<file path="src/rtl/riscv_ctrl_pkg.sv">
// Shared encodings for the multicycle RISC-V control unit: FSM states, ALU
// operation codes, opcodes and datapath mux selects.
package riscv_ctrl_pkg;

    typedef enum logic [3:0] {
        S_FETCH    = 4'd0,
        S_DECODE   = 4'd1,
        S_MEMADR   = 4'd2,
        S_MEMREAD  = 4'd3,
        S_MEMWB    = 4'd4,
        S_MEMWRITE = 4'd5,
        S_EXECUTER = 4'd6,
        S_EXECUTEI = 4'd7,
        S_ALUWB    = 4'd8,
        S_BEQ      = 4'd9
    } state_t;

    // Must match the ALU's operation decode bit-for-bit.
    localparam logic [3:0] ALU_ADD = 4'b0000;
    localparam logic [3:0] ALU_SUB = 4'b0001;
    localparam logic [3:0] ALU_AND = 4'b0010;
    localparam logic [3:0] ALU_OR  = 4'b0011;
    localparam logic [3:0] ALU_SRL = 4'b0101;

    localparam logic [6:0] OP_LW  = 7'b0000011;
    localparam logic [6:0] OP_SW  = 7'b0100011;
    localparam logic [6:0] OP_R   = 7'b0110011;
    localparam logic [6:0] OP_I   = 7'b0010011;
    localparam logic [6:0] OP_BEQ = 7'b1100011;

    localparam logic [1:0] RES_ALUOUT    = 2'b00;
    localparam logic [1:0] RES_DATA      = 2'b01;
    localparam logic [1:0] RES_ALURESULT = 2'b10;

    localparam logic [1:0] SRCA_PC    = 2'b00;
    localparam logic [1:0] SRCA_OLDPC = 2'b01;
    localparam logic [1:0] SRCA_RS1   = 2'b10;

    localparam logic [1:0] SRCB_RS2   = 2'b00;
    localparam logic [1:0] SRCB_IMM   = 2'b01;
    localparam logic [1:0] SRCB_FOUR  = 2'b10;

    localparam logic [1:0] IMM_I = 2'b00;
    localparam logic [1:0] IMM_S = 2'b01;
    localparam logic [1:0] IMM_B = 2'b10;

endpackage

</file>
<file path="src/rtl/alu_decoder.sv">
// Maps funct3/funct7b5 to an ALU operation for R- and I-type instructions,
// flagging encodings the ALU cannot execute.
module alu_decoder
    import riscv_ctrl_pkg::*;
(
    input  logic [2:0] funct3,
    input  logic       funct7b5,
    input  logic       is_rtype,
    output logic [3:0] alu_control,
    output logic       illegal
);

    always_comb begin
        alu_control = ALU_ADD;
        illegal     = 1'b0;
        case (funct3)
            // For I-type, bit 30 belongs to the immediate, so addi stays ADD.
            3'b000: alu_control = (is_rtype && funct7b5) ? ALU_SUB : ALU_ADD;
            3'b111: alu_control = ALU_AND;
            3'b110: alu_control = ALU_OR;
            3'b101: begin
                if (funct7b5) illegal = 1'b1;
                else          alu_control = ALU_SRL;
            end
            default: illegal = 1'b1;
        endcase
    end

endmodule

</file>
<file path="src/rtl/multicycle_control.sv">
// Multicycle control FSM: sequences fetch/decode/execute/memory/writeback and
// drives every datapath enable and select. dbg_state exposes the current state.
module multicycle_control
    import riscv_ctrl_pkg::*;
(
    input  logic       clk,
    input  logic       reset,
    input  logic [6:0] opcode,
    input  logic [2:0] funct3,
    input  logic       funct7b5,
    input  logic       Zero,
    output logic       PCWrite,
    output logic       AdrSrc,
    output logic       MemWrite,
    output logic       IRWrite,
    output logic       RegWrite,
    output logic [1:0] ResultSrc,
    output logic [1:0] ALUSrcA,
    output logic [1:0] ALUSrcB,
    output logic [1:0] ImmSrc,
    output logic [3:0] ALUControl,
    output logic       InstrDone,
    output logic       Illegal,
    output logic [3:0] dbg_state
);

    state_t     state_q, state_d;
    logic [3:0] dec_alu_control;
    logic       dec_illegal;
    logic       is_rtype, is_itype, legal_op, bad_encoding;

    assign is_rtype     = (opcode == OP_R);
    assign is_itype     = (opcode == OP_I);
    assign legal_op     = (opcode == OP_LW) || (opcode == OP_SW) || is_rtype ||
                          is_itype || (opcode == OP_BEQ);
    assign bad_encoding = !legal_op || ((is_rtype || is_itype) && dec_illegal);
    assign dbg_state    = state_q;

    alu_decoder u_alu_decoder (
        .funct3      (funct3),
        .funct7b5    (funct7b5),
        .is_rtype    (is_rtype),
        .alu_control (dec_alu_control),
        .illegal     (dec_illegal)
    );

    always_ff @(posedge clk) begin
        if (reset) state_q <= S_FETCH;
        else       state_q <= state_d;
    end

    always_comb begin
        if (opcode == OP_SW)       ImmSrc = IMM_S;
        else if (opcode == OP_BEQ) ImmSrc = IMM_B;
        else                       ImmSrc = IMM_I;
    end

    always_comb begin
        state_d    = state_q;
        PCWrite    = 1'b0;
        AdrSrc     = 1'b0;
        MemWrite   = 1'b0;
        IRWrite    = 1'b0;
        RegWrite   = 1'b0;
        ResultSrc  = RES_ALUOUT;
        ALUSrcA    = SRCA_PC;
        ALUSrcB    = SRCB_RS2;
        ALUControl = ALU_ADD;
        InstrDone  = 1'b0;
        Illegal    = 1'b0;

        case (state_q)
            S_FETCH: begin
                IRWrite   = 1'b1;
                PCWrite   = 1'b1;
                ALUSrcB   = SRCB_FOUR;
                ResultSrc = RES_ALURESULT;
                state_d   = S_DECODE;
            end
            S_DECODE: begin
                // Branch target is precomputed into ALUOut here.
                ALUSrcA = SRCA_OLDPC;
                ALUSrcB = SRCB_IMM;
                if (bad_encoding) begin
                    Illegal   = 1'b1;
                    InstrDone = 1'b1;
                    state_d   = S_FETCH;
                end else if (is_rtype)        state_d = S_EXECUTER;
                else if (is_itype)            state_d = S_EXECUTEI;
                else if (opcode == OP_BEQ)    state_d = S_BEQ;
                else                          state_d = S_MEMADR;
            end
            S_MEMADR: begin
                ALUSrcA = SRCA_RS1;
                ALUSrcB = SRCB_IMM;
                state_d = (opcode == OP_LW) ? S_MEMREAD : S_MEMWRITE;
            end
            S_MEMREAD: begin
                AdrSrc  = 1'b1;
                state_d = S_MEMWB;
            end
            S_MEMWB: begin
                ResultSrc = RES_DATA;
                RegWrite  = 1'b1;
                InstrDone = 1'b1;
                state_d   = S_FETCH;
            end
            S_MEMWRITE: begin
                AdrSrc    = 1'b1;
                MemWrite  = 1'b1;
                InstrDone = 1'b1;
                state_d   = S_FETCH;
            end
            S_EXECUTER: begin
                ALUSrcA    = SRCA_RS1;
                ALUSrcB    = SRCB_RS2;
                ALUControl = dec_alu_control;
                state_d    = S_ALUWB;
            end
            S_EXECUTEI: begin
                ALUSrcA    = SRCA_RS1;
                ALUSrcB    = SRCB_IMM;
                ALUControl = dec_alu_control;
                state_d    = S_ALUWB;
            end
            S_ALUWB: begin
                ResultSrc = RES_ALUOUT;
                RegWrite  = 1'b1;
                InstrDone = 1'b1;
                state_d   = S_FETCH;
            end
            S_BEQ: begin
                ALUSrcA    = SRCA_RS1;
                ALUSrcB    = SRCB_RS2;
                ALUControl = ALU_SUB;
                ResultSrc  = RES_ALUOUT;
                PCWrite    = Zero;
                InstrDone  = 1'b1;
                state_d    = S_FETCH;
            end
            default: state_d = S_FETCH;
        endcase

        // Reset suppresses every side effect so an abandoned instruction writes nothing.
        if (reset) begin
            PCWrite   = 1'b0;
            MemWrite  = 1'b0;
            IRWrite   = 1'b0;
            RegWrite  = 1'b0;
            InstrDone = 1'b0;
            Illegal   = 1'b0;
        end
    end

endmodule

</file>
<file path="config.mk">
export PLATFORM = sky130hd
export DESIGN_NAME = multicycle_control
export DESIGN_NICKNAME = d
export VERILOG_FILES = /design/src/rtl/riscv_ctrl_pkg.sv /design/src/rtl/alu_decoder.sv /design/src/rtl/multicycle_control.sv
export SDC_FILE = /design/constraint.sdc
export NUM_CORES = 1
export LEC_CHECK = 0
export CORE_MARGIN = 4
export CORE_UTILIZATION = 36
export CTS_BUF_LIST = sky130_fd_sc_hd__clkbuf_8 sky130_fd_sc_hd__clkbuf_16
export CTS_CLUSTER_DIAMETER = 30
export DETAILED_ROUTE_END_ITERATION = 10
export PLACE_DENSITY = 0.79
export SETUP_SLACK_MARGIN = 0.02
export SYNTH_ARGS = -nofsm -noshare
export SYNTH_HDL_FRONTEND = slang
export SYNTH_SLANG_ARGS = --single-unit
</file>
<file path="constraint.sdc">
create_clock -name clk -period 2 [get_ports clk]
set_input_delay 0.6 -clock clk [delete_from_list [all_inputs] [get_ports clk]]
set_output_delay 0.6 -clock clk [all_outputs]
set_load 0.005 [all_outputs]
</file>
==> results of run 1 <==
==> worst min-delay path, stage by stage, from the launching register on <==
cell,delay [ps]
dfxtp_4,410
buf_4,160
nor3_1,50
==> area by class of cell <==
type / count / share of cell area, %
repair buffers: 80 / 44.1
multi-input cells: 70 / 44.2
clock buffers: 3 / 2.88
flip-flops and latches: 4 / 6.63
well taps: 16 / 1.39
inverters: 3 / 0.785
==> through the flow <==
stage | util, % | total power [W] | cells
after floorplan | - | 0.000157 | 83
after global placement | 76.7 | 0.000275 | 160
after detailed placement | 76.7 | 0.000281 | 160
after CTS | 90.8 | 0.000474 | 175
after global routing | 94.2 | 0.000558 | 176
final | 94.2 | 0.000535 | 176
==> what timing repair did <==
| action | in CTS | in global routing |
|---|---|---|
| gates resized for setup | 135 | 23 |
| cloned | 0 | 0 |
| pin swaps | 11 | 7 |
| setup endpoints to repair | 20 | 14 |
| buffers inserted | 12 | 1 |
==> cells by family (layout without fill, tap and decap cells) <==
kind of cell,Yosys count,in the layout,synth area share [%]
AO/OA/AOI/OAI,21,21,24.1
XOR/XNOR,3,3,4.43
flip-flops,4,4,13.5
AND/OR/NAND/NOR,45,45,49.6
other,1,1,0.632
buffers and inverters,9,86,7.81
==> power by group through the flow <==
stage / Sequential (W) / Combinational (W) / Clock (W)
floorplan: 0.0000883 / 0.0000690 / 0
global placement: 0.0000882 / 0.000187 / 0
detailed placement: 0.0000881 / 0.000192 / 0
CTS: 0.0000837 / 0.000208 / 0.000182
global route: 0.0000865 / 0.000255 / 0.000216
finish: 0.0000860 / 0.000246 / 0.000203
==> layout by cell type (no fill, tap or decap), types with 2 or more instances in the layout <==
cell	n
buf_2	15
inv_1	2
nor3_2	3
dlygate4sd2_1	6
buf_6	7
clkdlybuf4s50_1	3
nand2_1	7
clkbuf_8	3
dfxtp_4	4
nor3b_2	2
nor4_4	2
nor2b_1	3
nand2b_4	2
xnor2_1	2
nand2b_1	2
nand3_2	2
nor3_1	2
o21ai_1	2
clkbuf_2	2
buf_8	3
a21oi_1	4
nor2_1	5
buf_4	41
nand3b_1	2
nor2_4	2
==> how the worst min path moves through the flow <==
stage,start,to,slack (ps)
after floorplan,dbg_state[3]$_SDFF_PP0_,dbg_state[1]$_SDFF_PP0_,630
after global placement,dbg_state[2]$_SDFF_PP0_,dbg_state[1]$_SDFF_PP0_,750
after detailed placement,dbg_state[2]$_SDFF_PP0_,dbg_state[1]$_SDFF_PP0_,760
after CTS,dbg_state[3]$_SDFF_PP0_,dbg_state[3]$_SDFF_PP0_,620
after global routing,dbg_state[3]$_SDFF_PP0_,dbg_state[3]$_SDFF_PP0_,690
final,dbg_state[3]$_SDFF_PP0_,dbg_state[3]$_SDFF_PP0_,670
==> layer usage <==
metal / part of all wire, % / wire [µm] / track usage, %
met1: 36 / 1570 / 33.3
met3: 12 / 500 / 7.67
met4: 8.1 / 350 / 15.2
met5: 0 / 0 / 0
met2: 44 / 1880 / 52.0
==> summary.md, run 1 <==
| Metric | Value |
|---|---|
| Slew Viols, Final | `0` |
| Wirelength per Cell | `between 20 and 25 µm` |
| Core Area | `1520 µm²` |
| Post-synth top cells | `nand2_1 (7), nor2_1 (7), a21oi_1 (5)` |
| Crit-path slowest cell | `nand4bb_4` |
| Min-Delay Path Depth | `2` |
| Syn avg cell area | `just over 7 µm²` |
| Max Clk Rate | `between 400 and 500 MHz` |
| Flop-to-flop setup slack | `between 600 and 700 ps` |
| Total GRT Usage | `between 30 and 40%` |
| GPL Wtd Cong | `approximately 0.86` |
| Worst Setup Path Type | `in2out` |
| Power per cell area | `~370 nW/µm²` |
| Chip width | `approximately 49 µm` |
| FF-to-FF path depth | `4` |
| Sw power | `slightly below 0.0002 W` |
| Critical path launch point | `opcode[3]` |
| Worst-path fanout max | `4` |
| Buffers & Inverters on Critical Path | `3` |
| Critical R2R Capture | `dbg_state[2]$_SDFF_PP0_` |
| Final period util | `109%` |
| Crit path capture | `InstrDone` |
| #FFs+latches synth | `4` |
| Cell family with most CP delay | `buffers and inverters` |
| Switching Fraction | `roughly 36%` |
| Gr ovfl total | `0` |
| Pre-CTS WS | `-1030 ps` |
| Final net count | `approximately 180` |
| DR vias/cell | `~6.5` |
| Asr flop ratio synth | `0%` |
| RSZ-0062 raised after global routing | `yes` |
| Clock-pin slew on the worst setup and hold paths | `about 40 ps` |
| CP startpoint kind | `input port` |
| Final setup vio count | `5` |
| Comb power frac | `46.0%` |
| Via count of the first global-routing pass | `approximately 1.1k` |
| Post-synth top flop | `dfxtp_1` |
| Synthesized net count | `97` |
| Synth unique cells | `37` |
| Share of layout cells above drive strength 1 | `about two thirds` |
| Failing checks | `negative setup slack` |
| Port Buffers | `35` |
| Area share of the largest cell type after synthesis | `between 10% and 20%` |
| Via count | `about 1.1k` |
| Largest net degree at the start of global routing | `14` |
| Reg2reg start | `dbg_state[0]$_SDFF_PP0_` |
| Register area | `roughly 95 µm²` |
| Max-cap viol count | `0` |
| Syn-to-layout area delta | `142%` |
| Multi-input combinational cell area | `between 600 and 700 µm²` |
| Crit path DAT | `around 1600 ps` |
| Syn Inst Count | `83` |
| TritonCTS clock tree | `built` |
| First-pass GRT wire length | `5.60 mm` |
| CTS root buffer | `clkbuf_8` |
| Antenna-violating nets left | `0` |
| Clk sinks | `4` |
| Final WS setup | `-174 ps` |
| Outcome | `finished, violations left` |
| Clock skew | `1.10 ps` |
| CP max stage delay | `about 250 ps` |
| DRC viols | `0` |
| Yosys Warn Count | `0` |
| Setup TNS | `-514 ps` |
| Die footprint | `2360 µm²` |
| Cts hold-fix bufs | `0` |
| Leakage | `roughly 0.68 nW` |
| Die Span Y | `48.6 µm` |
| H-tree Lvls | `1` |
| Hold Crit Class | `reg2reg` |
| Sequential share of power | `16.1%` |
| Cell internal pwr | `0.000341 W` |
| Clk network pwr share | `38.0%` |
| Peak supply drop | `~0.37 mV` |
| Drt pass-1 iters | `4` |
| Ant diodes | `0` |
| Largest register FFs | `4` |
| Starting DRT DRC Count | `71` |
| Hold_ws | `roughly 670 ps` |
| TritonCTS Buffers | `3` |
| Req. time, crit path | `1400 ps` |
| Sequential area share after synthesis | `between 10% and 20%` |
| Std cell rows | `14` |
| CP most frequent cell | `buf_6` |
| Worst Setup End Kind | `output port` |
| Hold Vio Cnt, Final | `0` |
| Post-DP HPWL | `about 1.8 mm` |
| Ranking of synthesized cells by area | `dfxtp_1 (14%), nand4bb_4 (4.6%), nand2_1 (4.4%)` |
| Initial core utilization | `38.9%` |
| Fillers | `49` |
| Post-synth EDFFs | `0` |
| Longest Clk Path Bufs | `2` |
| Final instance area | `roughly 1400 µm²` |
| Initial antenna violation count | `0` |
| Post-synth top area cell | `dfxtp_1` |
| Mapped cell area | `593 µm²` |
| Critical Path Stages | `6` |
| Clock latency at the later pin of the worst-skew pair | `roughly 240 ps` |
| # IOs | `37` |
| Crit path cell chain | `buf_6 -> nand4bb_4 -> buf_6 -> a211oi_2 -> o22ai_1 -> buf_2` |
| Total wire length | `approximately 4.3 mm` |
| Post-layout min period | `between 2000 and 2500 ps` |
| Cell Area, Placed | `between 1000 and 1500 µm²` |
No activity file was read; power rests on OpenSTA's default activity.
==> run 2, diff against run 1 <==
--- a/config.mk
+++ b/config.mk
@@ -5,7 +5,7 @@
 export SDC_FILE = /design/constraint.sdc
 export NUM_CORES = 1
 export LEC_CHECK = 0
-export CORE_MARGIN = 4
+export CORE_MARGIN = 5
 export CORE_UTILIZATION = 36
 export CTS_BUF_LIST = sky130_fd_sc_hd__clkbuf_8 sky130_fd_sc_hd__clkbuf_16
 export CTS_CLUSTER_DIAMETER = 30
==> run 2 against run 1 <==
The run still ends with negative setup slack left. Non-clock buffer count down 5. Setup slack got worse by 72 ps. Design area fell by 4.8%. Wire length decreased by 23%. Maximum frequency shrank 3.2%. Largest power group unchanged. Critical path depth stayed put. Power shrank 11%. Flip-flop and latch count is the same. First-iteration DRC count shrank 80%. Clock skew rose by 0.53 ps. Combinational power is 11% lower.
==> summary.md, run 2 (synthesis gave the netlist of run 1 again) <==
| Metric | Value |
|---|---|
| Outcome | `finished, violations left` |
| Failing checks | `negative setup slack` |
| Commonest non-fill, non-tap cell in the layout | `buf_4` |
| Power per cell area | `350 nW/µm² (-6.1%)` |
| Max-cap viol count | `0 (unchanged)` |
| Total GRT Usage | `23.2% (-6.9 points)` |
| Clock-pin slew on the worst setup and hold paths | `30 ps (about the same)` |
| DRC viols | `0 (unchanged)` |
| GPL Wtd Cong | `0.787 (-8.5%)` |
| CP startpoint kind | `input port` |
| Core Area | `1540 µm² (+1.1%)` |
| Antenna-violating nets left | `0 (unchanged)` |
| Post-DP HPWL | `1.78 mm (-1.4%)` |
| Slew Viols, Final | `0 (unchanged)` |
| Fillers | `74 (+51%)` |
| Clock latency at the later pin of the worst-skew pair | `220 ps (-20 ps)` |
| Chip width | `50.6 µm (+4.1%)` |
| Hold endpoint | `dbg_state[3]$_SDFF_PP0_` |
| # IOs | `37 (unchanged)` |
| Max Clk Rate | `445 MHz (-3.2%)` |
| Worst Setup End Kind | `output port` |
| FF-to-FF path depth | `6 (+2)` |
| Leakage | `0.658 nW (-3.5%)` |
| Clock skew | `1.64 ps (+0.533 ps)` |
| Wirelength per Cell | `19.4 µm (-21%)` |
| RSZ-0062 raised after global routing | `yes` |
| Largest net degree at the start of global routing | `12 (-2)` |
| Drt pass-1 iters | `5 (+1)` |
| Via count | `1013 (-11%)` |
| Hold Crit Class | `reg2reg` |
| Crit path DAT | `1650 ps (+80 ps)` |
| Flop-to-flop setup slack | `560 ps (-120 ps)` |
| Starting DRT DRC Count | `14 (-80%)` |
| Initial core utilization | `38.5% (-0.44 points)` |
| Critical R2R Capture | `dbg_state[2]$_SDFF_PP0_` |
| Placed cell count | `156 (-2.5%)` |
| Share of layout cells above drive strength 1 | `63.2% (-3.0 points)` |
| Cts hold-fix bufs | `0 (unchanged)` |
| TritonCTS Buffers | `3 (unchanged)` |
| Post-layout min period | `2250 ps (+71.7 ps)` |
| Die Span Y | `50.6 µm (+4.1%)` |
| Total wire length | `3.31 mm (-23%)` |
| Worst Setup Path Type | `in2out` |
| TritonCTS clock tree | `built` |
| Std cell rows | `14 (unchanged)` |
| H-tree Lvls | `1 (unchanged)` |
| Via count of the first global-routing pass | `953 (-15%)` |
| Hold_ws | `594 ps (-73.7 ps)` |
| Gr ovfl total | `0 (unchanged)` |
| First-pass GRT wire length | `4.59 mm (-18%)` |
| Final instance area | `1370 µm² (-4.8%)` |
| Port Buffers | `35 (unchanged)` |
| Cell Area, Placed | `1140 µm² (-2.6%)` |
| CTS root buffer | `clkbuf_8` |
| Reg2reg start | `dbg_state[3]$_SDFF_PP0_` |
| Initial antenna violation count | `0 (unchanged)` |
| Peak supply drop | `0.266 mV (-29%)` |
| Largest register FFs | `4 (unchanged)` |
| Min-Delay Path Depth | `2 (unchanged)` |
| Final WS setup | `-246 ps (-71.7 ps)` |
| Die footprint | `2560 µm² (+8.4%)` |
| Syn-to-layout area delta | `130%` |
| Hold_sp | `dbg_state[3]$_SDFF_PP0_` |
| Hold Vio Cnt, Final | `0 (unchanged)` |
| Most frequent cells in the layout | `buf_4 (36), buf_2 (12), dlygate4sd2_1 (10), buf_6 (9), nand2_1 (6)` |
| Layout Cells excl Fill | `171 (-2.8%)` |
| Post-Route Utilization | `88.6% (-5.5 points)` |
| Longest Clk Path Bufs | `2 (unchanged)` |
| Worst-path fanout max | `2 (-2)` |
| Req. time, crit path | `1400 ps (about the same)` |
| Final setup vio count | `5 (unchanged)` |
| Final period util | `112% (+3.6 points)` |
| Final net count | `171 (-2.8%)` |
| Ant diodes | `0 (unchanged)` |
| DR vias/cell | `5.92 (-8.2%)` |
| Clk sinks | `4 (unchanged)` |
## run 2: cell count changes in the layout (fill, tap and decap cells not counted), sizes merged
cell	delta
buf	-8
dlygate4sd2	+4
clkdlybuf4s15	-2
clkbuf	+1
clkdlybuf4s50	+1
dlymetal6s2s	-1
## run 2: worst max-delay path by stage
stage,start,to,cells past startpoint
floorplan,opcode[2],ALUControl[0],4
global placement,funct7b5,InstrDone,6
detailed placement,funct3[0],ALUControl[0],6
CTS,opcode[3],InstrDone,6
global route,opcode[3],ALUControl[0],6
finish,opcode[3],ALUControl[0],6
## run 2: worst max-delay path, cell delays in order
cell	delay, ps
buf_6	90
nand4bb_4	250
nor4_4	190
a31oi_1	120
o21ai_1	230
buf_2	170
## run 2: stage by stage
step	setup WS [ps]	power [W]	setup TNS, ps
after floorplan	85.9	0.000157	0
final	-246	0.000478	-520
after global routing	-295	0.000502	-742
after CTS	-135	0.000453	-379
after global placement	-857	0.000271	-7540
after detailed placement	-965	0.000276	-8100
## run 2: final cells by class
class	instances	area, µm²	share of cell area, %
sequential	4	92.6	6.78
clock buffer	3	41.3	3.02
timing repair buffer	75	589	43.1
multi-input combinational	70	612	44.8
tap	16	20.0	1.47
inverter	3	11.3	0.824
## run 2: report_power, final
part / leakage, nW / internal [W] / total (W) / switching, W
logic: 0.601 / 0.000121 / 0.000220 / 0.0000994
clock network: 0.0216 / 0.000128 / 0.000173 / 0.0000442
registers: 0.0352 / 0.0000809 / 0.0000854 / 0.00000447
total: 0.658 / 0.000330 / 0.000478 / 0.000148
## run 2: routing by layer
layer | global-route usage (%) | vias to the layer above | routed length, µm
li1 | - | 455 | -
met1 | 24.6 | 476 | 1210
met2 | 46.1 | 63 | 1730
met3 | 2.07 | 19 | 234
met4 | 7.66 | 0 | 141
met5 | 0 | - | 0
## run 2: what timing repair did
item,CTS,global route
pin swaps,10,3
endpoints found under the setup margin,20,12
gates resized for setup,116,24
setup buffers,7,5
